### src/rtl/ballot_pkg.sv
// Shared types, default parameters and press-decoding helpers for the ballot unit.
package ballot_pkg;

    localparam int unsigned NUM_BTN             = 4;
    localparam int unsigned IDX_W               = 2;
    localparam int unsigned CNT_W               = 3;
    localparam int unsigned DEBOUNCE_CYCLES_DEF = 4;
    localparam int unsigned ARM_TIMEOUT_DEF     = 255;

    typedef enum logic [1:0] {
        ST_IDLE    = 2'd0,
        ST_ARMED   = 2'd1,
        ST_CAST    = 2'd2,
        ST_RELEASE = 2'd3
    } state_t;

    // Number of debounced buttons currently held.
    function automatic logic [CNT_W-1:0] press_count(input logic [NUM_BTN-1:0] db);
        logic [CNT_W-1:0] n;
        n = '0;
        for (int i = 0; i < int'(NUM_BTN); i++) begin
            n = n + CNT_W'(db[i]);
        end
        return n;
    endfunction

    // Index of the held button; only meaningful when exactly one is held.
    function automatic logic [IDX_W-1:0] press_index(input logic [NUM_BTN-1:0] db);
        logic [IDX_W-1:0] idx;
        idx = '0;
        for (int i = 0; i < int'(NUM_BTN); i++) begin
            if (db[i]) begin
                idx = IDX_W'(i);
            end
        end
        return idx;
    endfunction

endpackage

### src/rtl/ballot_debounce.sv
// Two-flop synchronizer followed by a consecutive-sample debouncer for one button.
module ballot_debounce
    import ballot_pkg::*;
#(
    parameter int unsigned CYCLES = DEBOUNCE_CYCLES_DEF
) (
    input  logic clock,
    input  logic reset,
    input  logic raw,
    output logic level
);

    localparam int unsigned CW = (CYCLES > 1) ? $clog2(CYCLES) : 1;

    logic          sync1;
    logic          sync2;
    logic [CW-1:0] cnt;

    // Bring the asynchronous button into the clock domain.
    always_ff @(posedge clock or posedge reset) begin
        if (reset) begin
            sync1 <= 1'b0;
            sync2 <= 1'b0;
        end else begin
            sync1 <= raw;
            sync2 <= sync1;
        end
    end

    // Adopt the new level once CYCLES consecutive samples disagree with the current one.
    always_ff @(posedge clock or posedge reset) begin
        if (reset) begin
            cnt   <= '0;
            level <= 1'b0;
        end else if (sync2 == level) begin
            cnt <= '0;
        end else if (cnt == CW'(CYCLES - 1)) begin
            level <= sync2;
            cnt   <= '0;
        end else begin
            cnt <= cnt + CW'(1);
        end
    end

endmodule

### src/rtl/ballot_unit.sv
// Ballot unit: debounces four candidate buttons and issues at most one vote per arm.
module ballot_unit
    import ballot_pkg::*;
#(
    parameter int unsigned DEBOUNCE_CYCLES = DEBOUNCE_CYCLES_DEF,
    parameter int unsigned ARM_TIMEOUT     = ARM_TIMEOUT_DEF
) (
    input  logic clock,
    input  logic reset,
    input  logic mode,
    input  logic arm,
    input  logic btn1,
    input  logic btn2,
    input  logic btn3,
    input  logic btn4,
    output logic vv1,
    output logic vv2,
    output logic vv3,
    output logic vv4,
    output logic ready,
    output logic invalid,
    output logic timeout
);

    localparam int unsigned     DW         = $clog2(ARM_TIMEOUT + 1);
    localparam logic [DW-1:0]   DWELL_LAST = DW'(ARM_TIMEOUT - 1);
    localparam logic [DW-1:0]   DWELL_MAX  = DW'(ARM_TIMEOUT);

    logic [NUM_BTN-1:0] raw;
    logic [NUM_BTN-1:0] db;
    logic [CNT_W-1:0]   n_press;

    state_t             state;
    state_t             next_state;
    logic [IDX_W-1:0]   idx;
    logic [IDX_W-1:0]   next_idx;
    logic               after_invalid;
    logic               next_after_invalid;
    logic [DW-1:0]      dwell;
    logic [NUM_BTN-1:0] vv;
    logic [NUM_BTN-1:0] next_vv;
    logic               next_invalid;
    logic               next_timeout;

    assign raw = {btn4, btn3, btn2, btn1};

    for (genvar g = 0; g < int'(NUM_BTN); g++) begin : g_btn
        ballot_debounce #(
            .CYCLES(DEBOUNCE_CYCLES)
        ) u_debounce (
            .clock(clock),
            .reset(reset),
            .raw  (raw[g]),
            .level(db[g])
        );
    end

    // State register and registered outputs.
    always_ff @(posedge clock or posedge reset) begin
        if (reset) begin
            state         <= ST_IDLE;
            idx           <= '0;
            after_invalid <= 1'b0;
            vv            <= '0;
            ready         <= 1'b0;
            invalid       <= 1'b0;
            timeout       <= 1'b0;
        end else begin
            state         <= next_state;
            idx           <= next_idx;
            after_invalid <= next_after_invalid;
            vv            <= next_vv;
            ready         <= (next_state == ST_ARMED);
            invalid       <= next_invalid;
            timeout       <= next_timeout;
        end
    end

    // ARMED dwell counter: cleared outside ARMED, saturates instead of wrapping.
    always_ff @(posedge clock or posedge reset) begin
        if (reset) begin
            dwell <= '0;
        end else if (state != ST_ARMED) begin
            dwell <= '0;
        end else if (dwell != DWELL_MAX) begin
            dwell <= dwell + DW'(1);
        end
    end

    // Next-state and output decode; mode overrides everything, a press beats expiry.
    always_comb begin
        next_state         = state;
        next_idx           = idx;
        next_after_invalid = after_invalid;
        next_invalid       = 1'b0;
        next_timeout       = 1'b0;
        next_vv            = '0;
        n_press            = press_count(db);

        if (mode) begin
            next_state = ST_IDLE;
        end else begin
            case (state)
                ST_IDLE: begin
                    if (arm && (n_press == '0)) begin
                        next_state = ST_ARMED;
                    end
                end
                ST_ARMED: begin
                    if (n_press == CNT_W'(1)) begin
                        next_state         = ST_CAST;
                        next_idx           = press_index(db);
                        next_after_invalid = 1'b0;
                    end else if (n_press >= CNT_W'(2)) begin
                        next_state         = ST_RELEASE;
                        next_after_invalid = 1'b1;
                        next_invalid       = 1'b1;
                    end else if (dwell == DWELL_LAST) begin
                        next_state   = ST_IDLE;
                        next_timeout = 1'b1;
                    end
                end
                ST_CAST: begin
                    next_state = ST_RELEASE;
                end
                ST_RELEASE: begin
                    if (n_press == '0) begin
                        next_state = after_invalid ? ST_ARMED : ST_IDLE;
                    end
                end
                default: begin
                    next_state = ST_IDLE;
                end
            endcase
        end

        if (next_state == ST_CAST) begin
            next_vv = NUM_BTN'(1) << next_idx;
        end
    end

    assign vv1 = vv[0];
    assign vv2 = vv[1];
    assign vv3 = vv[2];
    assign vv4 = vv[3];

endmodule
### config.mk
export PLATFORM = sky130hd
export DESIGN_NAME = ballot_unit
export DESIGN_NICKNAME = d
export VERILOG_FILES = /design/src/rtl/ballot_pkg.sv /design/src/rtl/ballot_debounce.sv /design/src/rtl/ballot_unit.sv
export SDC_FILE = /design/constraint.sdc
export NUM_CORES = 1
export LEC_CHECK = 0
export ABC_AREA = 0
export ABC_CLOCK_PERIOD_IN_PS = 3100
export CAP_MARGIN = 0
export CORE_UTILIZATION = 28
export CTS_BUF_LIST = sky130_fd_sc_hd__clkbuf_8
export CTS_CLUSTER_DIAMETER = 50
export DETAILED_ROUTE_END_ITERATION = 10
export MAX_ROUTING_LAYER = met4
export PLACE_DENSITY = 0.43
export SLEW_MARGIN = 20
export SYNTH_ARGS = -nofsm -noshare
export SYNTH_HDL_FRONTEND = slang
export SYNTH_SLANG_ARGS = --single-unit
### constraint.sdc
create_clock -name clock -period 3.1 [get_ports clock]
set_input_delay 0.465 -clock clock [delete_from_list [all_inputs] [get_ports clock]]
set_output_delay 0.465 -clock clock [all_outputs]
set_load 0.02 [all_outputs]
==> results of run 1 <==
## placed cells by master (no fill, tap or decap), types with 7 or more instances in the layout
cell type        Yosys  final
clkdlybuf4s50_1      0     14
dfrtp_1             38     38
ha_1                 9      9
inv_1                8     10
nand2_1              9      9
nor2_1              10     10
nor3_1              10     10
xnor2_1              7      7
## sequential cells by signal, summed over array words and instances (netlist names)
name / flops
g_btn.u_debounce.sync2: 4
vv: 4
g_btn.u_debounce.level: 4
ready: 1
g_btn.u_debounce.sync1: 4
state: 2
dwell: 8
after_invalid: 1
invalid: 1
g_btn.u_debounce.cnt: 8
timeout: 1
## worst max-delay path: cells and delay by family (launching register included)
| kind | cells | cell delay [ns] |
|---|---|---|
| fa+ha+maj | 3 | 0.90 |
| flops | 1 | 0.41 |
| simple gates | 3 | 0.68 |
| compound gates | 1 | 0.22 |
| buf+inv | 3 | 0.21 |
## area by class of cell
cell class / count / share of cell area
clock buffers: 5 / 0.0349
clock inverters: 3 / 0.0190
inverters: 10 / 0.0190
repair buffers: 15 / 0.0748
flip-flops and latches: 38 / 0.482
well taps: 72 / 0.0456
multi-input cells: 92 / 0.325
## worst paths after layout
path / end / from / slack (ns) / depth (start not counted)
max: ready$_DFF_PP0_ / g_btn[1].u_debounce.level$_DFFE_PP0P_ / 0.59 / 10
min: g_btn[2].u_debounce.sync2$_DFF_PP0_ / g_btn[2].u_debounce.sync1$_DFF_PP0_ / 0.35 / 0
max reg2reg: ready$_DFF_PP0_ / g_btn[1].u_debounce.level$_DFFE_PP0P_ / 0.59 / 10
min reg2reg: g_btn[2].u_debounce.sync2$_DFF_PP0_ / g_btn[2].u_debounce.sync1$_DFF_PP0_ / 0.35 / 0
max in group asynchronous: g_btn[0].u_debounce.sync1$_DFF_PP0_ / reset / 2.19 / 3
min in group asynchronous: g_btn[3].u_debounce.sync1$_DFF_PP0_ / reset / 0.59 / 3
## per-stage QoR
stage	cells	area, um2	hold WS (ns)	util
finish	235	1970	0.351	0.354
global route	235	1970	0.363	0.354
CTS	235	1970	0.351	0.354
detailed placement	227	1870	0.335	0.335
global placement	227	1870	0.334	0.335
floorplan	141	1640	0.331	-
## power by group through the flow
stage	Clock [mW]	Sequential, mW	Combinational, mW
after floorplan	0	0.689	0.505
after global placement	0	0.690	0.627
final	0.395	0.683	0.645
after global routing	0.433	0.700	0.733
after detailed placement	0	0.694	0.652
after CTS	0.413	0.684	0.654
## kinds of logic after synthesis
group | share of synthesized area
xor+xnor | 0.0373
simple gates | 0.179
flops | 0.579
buf+inv | 0.0297
compound gates | 0.0938
fa+ha+maj | 0.0808
## per-layer routing
metal / global-route usage / up-vias / part of all wire
met5: - / - / 0
met2: 0.166 / 21 / 0.50
met4: 0.0741 / 0 / 0.025
met1: 0.108 / 531 / 0.44
met3: 0.0349 / 9 / 0.038
li1: - / 525 / -
==> metrics.csv, run 1 <==
metric,value,unit
status,completed,
wl_per_cell,11.7,um
maxSlewHeadroom,0.685,
io_buffers,14,
cts.path.max_buffers,2,
clock-skew-final,0.00305,ns
clock_power_share,0.229,
netSwitchingPower,0.605,mW
synth.area.top_cells,"dfrtp_1, ha_1, xnor2_1",
ys_seq_area_frac,0.579,
fmax,399,MHz
grt_usage,0.104,
pre_cts_slack,0.617,ns
n_antenna_cell,0,
start_util,0.295,
drt_iter0_markers,40,
coreArea,5570,um2
slew_violations,0,
worst_slack,0.595,ns
ios,15,
finalCriticalPeriod,2.51,ns
wl,2740,um
arrival,2.71,ns
synth_commonest_cells,"dfrtp_1, nor2_1, nor3_1",
grt-ovfl-total,0,
fin_nets,180,
ff_latch_area,951,um2
share_comb_of_total_power,0.374,
numCtsBuffers,5,
tns,0,ns
finalSetupViolCount,0,
syn_area,1640,um2
ys_seq_elements,38,
seqPwrFrac,0.397,
path_class,register to register,
endpoint_kind,register,
insertion_delay,0.28,ns
synth_most_common_cell,dfrtp_1,
grt_pass1_vias,1135,
synth.avg_cell_area,11.6,um2
die_area,6170,um2
post_cts_buffers,0,
grt_start_max_net_pins,39,
area_growth,20.3,%
slowest_stage,or3b_1,
cts.clk_slew.worst_paths,0.07,ns
fillers,555,
yosysTopAreaCellShare,0.579,
drive_above_1_share,0.0982,
h-tree-depth,2,
post_cts_resized,0,
fin_total_pwr,1.72,mW
crit_chain,inv_2 > fa_1 > inv_1 > ha_1 > inv_1 > ha_1 > or3b_1 > nand4_2 > nand3b_1 > a211oi_2,
rsz0062_at_grt,no,
cp_max_fo,5,
cts_tree,yes,
power-per-cell-area,872,nW/um2
hp-class,register to register,
via_per_inst,4.62,
cts_sinks,38,
synth_edf_count,0,
final_antenna_net_count,0,
gp_congestion,0.778,
antenna_found_initial,0,
start_kind,register,
async_flop_share,1.00,
multi_input_area,642,um2
ys.flop_type,dfrtp_1,
p_int,1.12,mW
cap_violations,0,
dieWidth,78.6,um
ys_warn_count,0,
ys_types,35,
grt_pass1_wl,4710,um
synth_area_leader_cell,dfrtp_1,
root_buffer,clkbuf_8,
rows,27,
vias,1086,
switching_share,0.351,
ir_worst_vdd,0.266,mV
place_hpwl,1990,um
min_period_over_period,0.808,
die_y,78.6,um
crit_required,3.30,ns
firstDrtPassIters,4,
cp_slowest_stage_delay,0.43,ns
tightest_slew,0.472,ns
postSynthCellCount,141,
hold_buffers,0,
hold_viol,0,
syn_nets,159,
p_leak,0.868,nW
drc,0,
Note: power is estimated with default switching activity, not from simulation.
==> run 2, diff against run 1 <==
- ABC_CLOCK_PERIOD_IN_PS: 3100 -> 2200
- PLACE_DENSITY: 0.43 -> 0.44
- clock period: 3.1 -> 2.2 ns (I/O delays scaled with it)
==> run 2 against run 1 <==
Net effect:
- the flow now finishes with violations (setup timing)
- sequential share of layout area is 2.4 points lower
- hold slack worse by 0.0048 ns
- via count is 4.2% higher
==> metrics.csv, run 2 (same netlist as run 1, synthesis figures left out) <==
metric,value,unit
status,"complete, but fails checks",
violations,setup timing,
grtUsageMet2,0.180,
fillers,564,
via_per_inst,4.66,
tightest_slew,0.482,ns
fmax,441,MHz
place_hpwl,2020,um
ir_worst_vdd,0.555,mV
top_usage_layer,met2,
rsz0062_at_grt,yes,
ios,15,
die_y,78.6,um
cts.path.max_buffers,2,
n_antenna_cell,0,
grt_usage,0.111,
rows,27,
start_util,0.295,
tns,-0.255,ns
endpoint_kind,register,
p_leak,0.901,nW
whs,0.346,ns
antenna_found_initial,0,
cap_violations,0,
wl_per_cell,11.7,um
vias,1132,
cp_max_fo,5,
cts.clk_slew.worst_paths,0.08,ns
final_core_util,0.372,
grt-ovfl-total,0,
firstDrtPassIters,4,
crit_required,2.36,ns
arrival,2.43,ns
cts_sinks,38,
hold_buffers,0,
final_antenna_net_count,0,
start_kind,register,
drive_above_1_share,0.199,
root_buffer,clkbuf_8,
hold_viol,0,
met1_usage,0.123,
postLayoutCellArea,2080,um2
place_area,1950,um2
io_buffers,14,
fin_nets,188,
post_cts_buffers,0,
finalCriticalPeriod,2.27,ns
fin_total_pwr,2.70,mW
grt_pass1_vias,1121,
dieWidth,78.6,um
slew_violations,0,
drc,0,
cts_tree,yes,
grt_start_max_net_pins,39,
clock-skew-final,0.00629,ns
hold_start,g_btn[3].u_debounce.sync1$_DFF_PP0_,
maxSlewHeadroom,0.678,
coreArea,5570,um2
critPathLaunch,g_btn[0].u_debounce.level$_DFFE_PP0P_,
final_common_cell,dfrtp_1,
path_class,register to register,
worst_slack,-0.0676,ns
insertion_delay,0.28,ns
met3_usage,0.0360,
largest_registers,"dwell x8, g_btn.u_debounce.cnt x8",
drt_iter0_markers,59,
area_growth,26.4,%
dp.cells,235,
power-per-cell-area,1300,nW/um2
h-tree-depth,2,
fin_cells,243,
r2r_start,g_btn[0].u_debounce.level$_DFFE_PP0P_,
wl,2840,um
pre_cts_slack,-0.106,ns
min_period_over_period,1.03,
finalSetupViolCount,4,
numCtsBuffers,5,
die_area,6170,um2
final_cell_mix,"dfrtp_1, clkdlybuf4s50_1, nor3_1, nor2_1",
hp-class,register to register,
gp_congestion,0.757,
grt_pass1_wl,5150,um
run 2: cell type report:
cell class	count	area, um2	area share
Clock buffer	5	68.8	0.0332
Clock inverter	3	40.0	0.0193
Inverter	10	37.5	0.0181
Multi-Input combinational cell	92	681	0.328
Sequential cell	38	951	0.458
Tap cell	72	90.1	0.0434
Timing Repair Buffer	23	208	0.100
run 2: timing repair:
item | 4_1_cts | 5_1_grt
endpoints found under the setup margin | 6 | 8
pin swaps | 4 | 2
gates resized for setup | 5 | 0
run 2: worst paths after layout:
path | to | slack, ns | cells after the start
hold reg to reg | g_btn[3].u_debounce.sync2$_DFF_PP0_ | 0.35 | 0
setup reg to reg | state[1]$_DFF_PP0_ | -0.07 | 9
setup / recovery | state[1]$_DFF_PP0_ | -0.07 | 9
max in group asynchronous | g_btn[0].u_debounce.level$_DFFE_PP0P_ | 1.40 | 3
min in group asynchronous | g_btn[2].u_debounce.sync1$_DFF_PP0_ | 0.46 | 3
hold / removal | g_btn[3].u_debounce.sync2$_DFF_PP0_ | 0.35 | 0
run 2: metal layers:
layer,vias up,wire [um]
li1,541,-
met1,560,1230
met2,24,1410
met3,7,127
met4,0,70
met5,-,0
run 2: critical path, stage by stage, from the launching register on:
cell and delay [ns]:
dfrtp_1 0.36, inv_2 0.05, fa_1 0.53, inv_1 0.05, ha_2 0.17, inv_2 0.06, ha_4 0.20, or3_4 0.37
o22a_1 0.22, nor2b_1 0.14
run 2: power by group:
part / internal [mW] / total (mW) / switching, mW
Sequential: 0.850 / 0.961 / 0.111
Clock: 0.333 / 0.571 / 0.237
Combinational: 0.581 / 1.16 / 0.582
